`config.mk`:
```
export PLATFORM = sky130hd
export DESIGN_NAME = euler_writeback_buffer
export DESIGN_NICKNAME = d
export VERILOG_FILES = /design/src/rtl/euler_writeback_buffer.sv
export SDC_FILE = /design/constraint.sdc
export NUM_CORES = 1
export LEC_CHECK = 0
export BUFFER_PORTS_ARGS = -buffer_cell sky130_fd_sc_hd__buf_2
export CORE_ASPECT_RATIO = 0.6
export CORE_MARGIN = 4
export CORE_UTILIZATION = 55
export CTS_CLUSTER_SIZE = 16
export DETAILED_ROUTE_END_ITERATION = 10
export PLACE_DENSITY = 0.83
export SLEW_MARGIN = 10
export SYNTH_ARGS = -nofsm -noshare
export SYNTH_HDL_FRONTEND = slang
export SYNTH_SLANG_ARGS = --single-unit
```
`constraint.sdc`:
```
create_clock -name clk -period 4.4 [get_ports clk]
set_input_delay 0.44 -clock clk [delete_from_list [all_inputs] [get_ports clk]]
set_output_delay 0.44 -clock clk [all_outputs]
set_load 0.05 [all_outputs]
```
`src/rtl/euler_writeback_buffer.sv`:
```
// euler_writeback_buffer: captures join/multiply results into a small FIFO and
// drains them to the state-RAM write port under a busy/stall handshake.
// The head entry is held in the registered ram_* output and counts toward occupancy.
// Optional feature macro: WB_ADDR_CHECK_EN (sequential-address checking, drives seq_error).
module euler_writeback_buffer #(
  parameter int unsigned ADD_SIZE  = 16,
  parameter int unsigned DATA_SIZE = 16,
  parameter int unsigned DEPTH     = 4,
  parameter int unsigned PTR_W     = 2
) (
  input  logic                 clk,
  input  logic                 rst,
  input  logic                 clear,
  input  logic                 in_valid,
  input  logic [DATA_SIZE-1:0] in_data,
  input  logic [ADD_SIZE-1:0]  in_addr,
  input  logic                 in_overflow,
  input  logic [ADD_SIZE-1:0]  expected_count,
  input  logic                 ram_busy,
  output logic                 ram_we,
  output logic [ADD_SIZE-1:0]  ram_addr,
  output logic [DATA_SIZE-1:0] ram_data,
  output logic                 full,
  output logic                 empty,
  output logic [ADD_SIZE-1:0]  write_count,
  output logic                 run_done,
  output logic                 overflow_sticky,
  output logic                 drop_error,
  output logic                 seq_error
);

  localparam int unsigned CNT_W = PTR_W + 1;

  typedef struct packed {
    logic [ADD_SIZE-1:0]  addr;
    logic [DATA_SIZE-1:0] data;
  } entry_t;

  typedef enum logic [1:0] {IDLE, WRITE, DONE} state_t;

  state_t               state_q, state_d;
  entry_t               mem_q [DEPTH];
  logic [PTR_W-1:0]     rd_ptr_q, rd_ptr_d, wr_ptr_q, wr_ptr_d;
  logic [CNT_W-1:0]     q_cnt_q, q_cnt_d;
  logic                 ram_we_q, ram_we_d;
  logic [ADD_SIZE-1:0]  ram_addr_q, ram_addr_d;
  logic [DATA_SIZE-1:0] ram_data_q, ram_data_d;
  logic                 full_q, full_d, empty_q, empty_d;
  logic [ADD_SIZE-1:0]  write_count_q, write_count_d;
  logic                 run_done_q, run_done_d;
  logic                 ovf_q, ovf_d, drop_q, drop_d;

  logic                 commit, accept, hit_expected, push_en, pop_en;
  logic [CNT_W-1:0]     occ, occ_d;
  entry_t               in_entry, head_entry;

  assign in_entry   = '{addr: in_addr, data: in_data};
  assign head_entry = mem_q[rd_ptr_q];

  // Next-state, queue control and output-register load decisions
  always_comb begin
    state_d       = state_q;
    rd_ptr_d      = rd_ptr_q;
    wr_ptr_d      = wr_ptr_q;
    q_cnt_d       = q_cnt_q;
    ram_we_d      = ram_we_q;
    ram_addr_d    = ram_addr_q;
    ram_data_d    = ram_data_q;
    write_count_d = write_count_q;
    ovf_d         = ovf_q;
    drop_d        = drop_q;
    push_en       = 1'b0;
    pop_en        = 1'b0;

    commit       = ram_we_q & ~ram_busy;
    occ          = q_cnt_q + CNT_W'(ram_we_q);
    hit_expected = (expected_count != '0) &&
                   ((write_count_q + ADD_SIZE'(1)) == expected_count);
    accept       = in_valid && (state_q != DONE) &&
                   ((occ < CNT_W'(DEPTH)) || commit);

    if (accept)              ovf_d  = ovf_q | in_overflow;
    if (in_valid && !accept) drop_d = 1'b1;
    if (commit)              write_count_d = write_count_q + ADD_SIZE'(1);

    if (commit && hit_expected) begin
      // Final write of the run: stop issuing, anything queued stays put
      ram_we_d = 1'b0;
      state_d  = DONE;
      push_en  = accept;
    end else if (commit) begin
      if (q_cnt_q != '0) begin
        pop_en     = 1'b1;
        ram_addr_d = head_entry.addr;
        ram_data_d = head_entry.data;
        ram_we_d   = 1'b1;
        push_en    = accept;
      end else if (accept) begin
        ram_addr_d = in_addr;
        ram_data_d = in_data;
        ram_we_d   = 1'b1;
      end else begin
        ram_we_d = 1'b0;
        state_d  = IDLE;
      end
    end else if (!ram_we_q) begin
      if (accept) begin
        ram_addr_d = in_addr;
        ram_data_d = in_data;
        ram_we_d   = 1'b1;
        state_d    = WRITE;
      end
    end else begin
      push_en = accept;
    end

    if (push_en) wr_ptr_d = wr_ptr_q + PTR_W'(1);
    if (pop_en)  rd_ptr_d = rd_ptr_q + PTR_W'(1);
    q_cnt_d = q_cnt_q + CNT_W'(push_en) - CNT_W'(pop_en);

    occ_d      = q_cnt_d + CNT_W'(ram_we_d);
    full_d     = (occ_d == CNT_W'(DEPTH));
    empty_d    = (occ_d == '0);
    run_done_d = (state_d == DONE);
  end

  // Control and output registers; clear behaves exactly like reset
  always_ff @(posedge clk) begin
    if (rst || clear) begin
      state_q       <= IDLE;
      rd_ptr_q      <= '0;
      wr_ptr_q      <= '0;
      q_cnt_q       <= '0;
      ram_we_q      <= 1'b0;
      ram_addr_q    <= '0;
      ram_data_q    <= '0;
      full_q        <= 1'b0;
      empty_q       <= 1'b1;
      write_count_q <= '0;
      run_done_q    <= 1'b0;
      ovf_q         <= 1'b0;
      drop_q        <= 1'b0;
    end else begin
      state_q       <= state_d;
      rd_ptr_q      <= rd_ptr_d;
      wr_ptr_q      <= wr_ptr_d;
      q_cnt_q       <= q_cnt_d;
      ram_we_q      <= ram_we_d;
      ram_addr_q    <= ram_addr_d;
      ram_data_q    <= ram_data_d;
      full_q        <= full_d;
      empty_q       <= empty_d;
      write_count_q <= write_count_d;
      run_done_q    <= run_done_d;
      ovf_q         <= ovf_d;
      drop_q        <= drop_d;
    end
  end

  // Queue storage behind the output register; contents need no reset
  always_ff @(posedge clk) begin
    if (push_en && !(rst || clear)) begin
      mem_q[wr_ptr_q] <= in_entry;
    end
  end

`ifdef WB_ADDR_CHECK_EN
  logic [ADD_SIZE-1:0] last_addr_q, last_addr_d;
  logic                have_last_q, have_last_d;
  logic                seq_q, seq_d;

  // Each accepted address must follow the previous accepted one
  always_comb begin
    last_addr_d = last_addr_q;
    have_last_d = have_last_q;
    seq_d       = seq_q;
    if (accept) begin
      if (have_last_q && (in_addr != (last_addr_q + ADD_SIZE'(1)))) seq_d = 1'b1;
      last_addr_d = in_addr;
      have_last_d = 1'b1;
    end
  end

  // Address tracking registers
  always_ff @(posedge clk) begin
    if (rst || clear) begin
      last_addr_q <= '0;
      have_last_q <= 1'b0;
      seq_q       <= 1'b0;
    end else begin
      last_addr_q <= last_addr_d;
      have_last_q <= have_last_d;
      seq_q       <= seq_d;
    end
  end

  assign seq_error = seq_q;
`else
  assign seq_error = 1'b0;
`endif

  assign ram_we          = ram_we_q;
  assign ram_addr        = ram_addr_q;
  assign ram_data        = ram_data_q;
  assign full            = full_q;
  assign empty           = empty_q;
  assign write_count     = write_count_q;
  assign run_done        = run_done_q;
  assign overflow_sticky = ovf_q;
  assign drop_error      = drop_q;

endmodule

```
==> results.json <==
{
  "synth_cell_types": 61,
  "final-hold-violation-count": 0,
  "htree_levels": 4,
  "antenna_left": 0,
  "power_frac_seq": 0.511,
  "post_drt_wl_per_cell_um": 21.5,
  "fin_util": 0.670,
  "via_per_inst": 6.07,
  "synth_most_common_cell": "edfxtp_1",
  "cts_tree": "done",
  "r2r-start": "write_count[0]$_SDFFE_PP0P_",
  "synth_edf_count": 128,
  "swShare": 0.232,
  "synthCells": 621,
  "cts.sinks": 193,
  "ir_drop_v": 0.000259,
  "die_area_um2": 17300,
  "arrival_ns": 4.64,
  "p_comb_frac": 0.058,
  "cp-start-kind": "register",
  "cts.clk_slew.worst_paths_ns": 0.08,
  "drive_above_1_share": 0.312,
  "hold_class": "in -> reg",
  "startpoint": "write_count[0]$_SDFFE_PP0P_",
  "place_inst": 897,
  "setup_viol": 0,
  "die_width_um": 167,
  "core_um2": 14700,
  "power_switching_uw": 889,
  "outcome": "complete, no violations",
  "grt_overflow": 0,
  "rows": 34,
  "period_share": 0.970,
  "io_buffers": 107,
  "fin_skew_ns": 0.0113,
  "clkLatencyLatePin_ns": 0.43,
  "p_total_mw": 3.83,
  "final_cell_count_no_fill": 935,
  "track_usage": 0.233,
  "relSlewSlack": 0.367,
  "grt_first_pass_wirelength_um": 31600,
  "gp_congestion": 0.854,
  "crit_fanout": 6,
  "hold_start": "in_addr[3]",
  "clockBufferDepth": 2,
  "drt_iter0_drc": 668,
  "cap_violations": 0,
  "power.density_nw_per_um2": 389,
  "cts_root_buffer": "clkbuf_16",
  "yosysTopAreaCellShare": 0.460,
  "hpwl_um": 12900,
  "grt_pass1_vias": 5684,
  "fin_crit_ns": 4.27,
  "syn-num-nets": 685,
  "yosysWarnings": 0,
  "antennaDiodeCount": 0,
  "die_y_um": 104,
  "syn_to_final_growth_pct": 17.6,
  "antenna_found_initial": 1,
  "grt_start_max_net_pins": 37,
  "p_int_mw": 2.94,
  "ioPinCount": 109,
  "seq_area_frac_synth": 0.615,
  "p_clk_frac": 0.431,
  "worstPathRequired_ns": 4.77,
  "syn_avg_cell_area_um2": 13.5,
  "cp-end-kind": "register",
  "drc": 0,
  "nets": 788,
  "start_util": 0.570,
  "numCtsBuffers": 17,
  "routed_wl_um": 20100,
  "setup.worst_path.class": "reg -> reg",
  "p_leak_nw": 3.54,
  "yosys.area.top_type": "edfxtp_1",
  "synth-async-reset-ratio": 0,
  "synth.cell_area_um2": 8360,
  "synth_area_leaders": "edfxtp_1 46%, dfxtp_1 16%, mux4_2 8.6%, o221a_1 4.3%, nor2_1 4.2%",
  "slew_viol_final": 0,
  "dr.pass1.iters": 7,
  "worst_pin_slew_ns": 0.949,
  "fillCellCount": 1051,
  "synth_ff_type": "edfxtp_1",
  "ys_top_cells_by_count": "128 x edfxtp_1, 94 x nor2_1, 65 x dfxtp_1, 43 x a21oi_1",
  "multi_input_area_um2": 3030,
  "yosys_register_bits": 193,
  "max_freq_mhz": 234,
  "regArea_um2": 5160,
  "vias": 5680
}
stage by stage:
step | setup TNS, ns | hold slack [ns] | instance area [µm²] | setup WS, ns
finish | 0 | 0.239 | 9840 | 0.132
global route | -0.195 | 0.223 | 9840 | -0.102
CTS | 0 | 0.214 | 9710 | 0.0626
detailed placement | 0 | 0.468 | 9070 | 0.123
global placement | 0 | 0.448 | 9070 | 0.390
floorplan | 0 | 0.459 | 8360 | 0.129
power by group through the flow:
stage                     sequential [mW]  clock, mW  combinational (mW)
after floorplan                      2.05          0              0.0848
after global routing                 1.96       1.77               0.238
final                                1.95       1.65               0.223
after CTS                            1.95       1.67               0.220
after global placement               1.99          0               0.212
after detailed placement             1.99          0               0.219
path summary, 6_finish.rpt:
path                             end  cells after the start  slack, ns
max                 empty$_SDFF_PP1_                     19       0.13
min           mem_q[2][19]$_DFFE_PP_                      1       0.24
max reg2reg         empty$_SDFF_PP1_                     19       0.13
min reg2reg  drop_error$_SDFFE_PP0P_                      2       0.48
logic make-up after synthesis:
logic type	after synthesis	share of synthesized area
adder cells (fa/ha/maj)	10	0.0159
other	1	0.000448
buffers and inverters	56	0.0317
AO/OA/AOI/OAI	103	0.0980
AND/OR/NAND/NOR	186	0.109
flip-flops	193	0.615
XOR/XNOR	38	0.0407
multiplexers	34	0.0887
cells in the final DEF, fill, tap and decap left out, types with 3 or more instances in the layout:
master,instances
bufinv_16,3
and3_2,6
o221a_1,32
nand2b_1,4
inv_8,3
or3_1,6
nand3_1,15
buf_4,23
nor3_1,9
nand2_1,17
inv_1,8
a21oi_1,43
mux4_2,32
nand4_1,5
inv_6,4
xor2_1,17
dfxtp_1,55
nor4_1,7
buf_2,107
o21ai_0,6
edfxtp_1,128
and2_1,4
nor2_1,93
xnor2_1,20
clkbuf_16,17
dfxtp_2,10
ha_1,8
o211ai_1,3
flip-flops by register name, summed over array words and instances (netlist names), named ones only:
| register | count |
|---|---|
| mem_q | 128 |
| ram_addr | 16 |
| ram_data | 16 |
| write_count | 16 |
| q_cnt_q | 3 |
| rd_ptr_q | 2 |
| state_q | 2 |
| wr_ptr_q | 2 |
| drop_error | 1 |
| empty | 1 |
| full | 1 |
| overflow_sticky | 1 |
| ram_we | 1 |
| run_done | 1 |
final cells by class:
| class | count | share of cell area |
|---|---|---|
| Clock buffer | 17 | 0.0432 |
| Clock inverter | 15 | 0.0220 |
| Inverter | 9 | 0.00343 |
| Multi-Input combinational cell | 372 | 0.308 |
| Sequential cell | 193 | 0.524 |
| Tap cell | 198 | 0.0252 |
| Timing Repair Buffer | 131 | 0.0740 |
repair_timing:
action	4_1_cts	5_1_grt
endpoints found under the setup margin	0	3
resized for setup	0	17
setup buffers	0	6
hold buffers	0	0
per-layer routing:
layer  vias up  share of wire  GRT usage  wire length, µm
met5         -        0.00065          0               13
met4         2         0.0069     0.0533              139
met3        24          0.085     0.0617             1710
met2       267           0.46      0.346             9340
met1      2836           0.44      0.349             8940
li1       2551              -          -                -
worst max-delay path: stages (launching register included):
cell,delay [ns]
dfxtp_1,0.38
buf_4,0.18
nand4_4,0.16
buf_12,0.19
nor4_1,0.32
mux2_1,0.21
a311o_2,0.16
nand2b_2,0.10
or4_1,0.50
a21oi_4,0.25
inv_1,0.07
ha_1,0.29
inv_1,0.05
ha_1,0.19
fa_1,0.38
xnor2_1,0.15
xnor2_1,0.24
xor2_1,0.23
nand2_1,0.09
nand2_1,0.07
(Power assumes the default switching activity.)
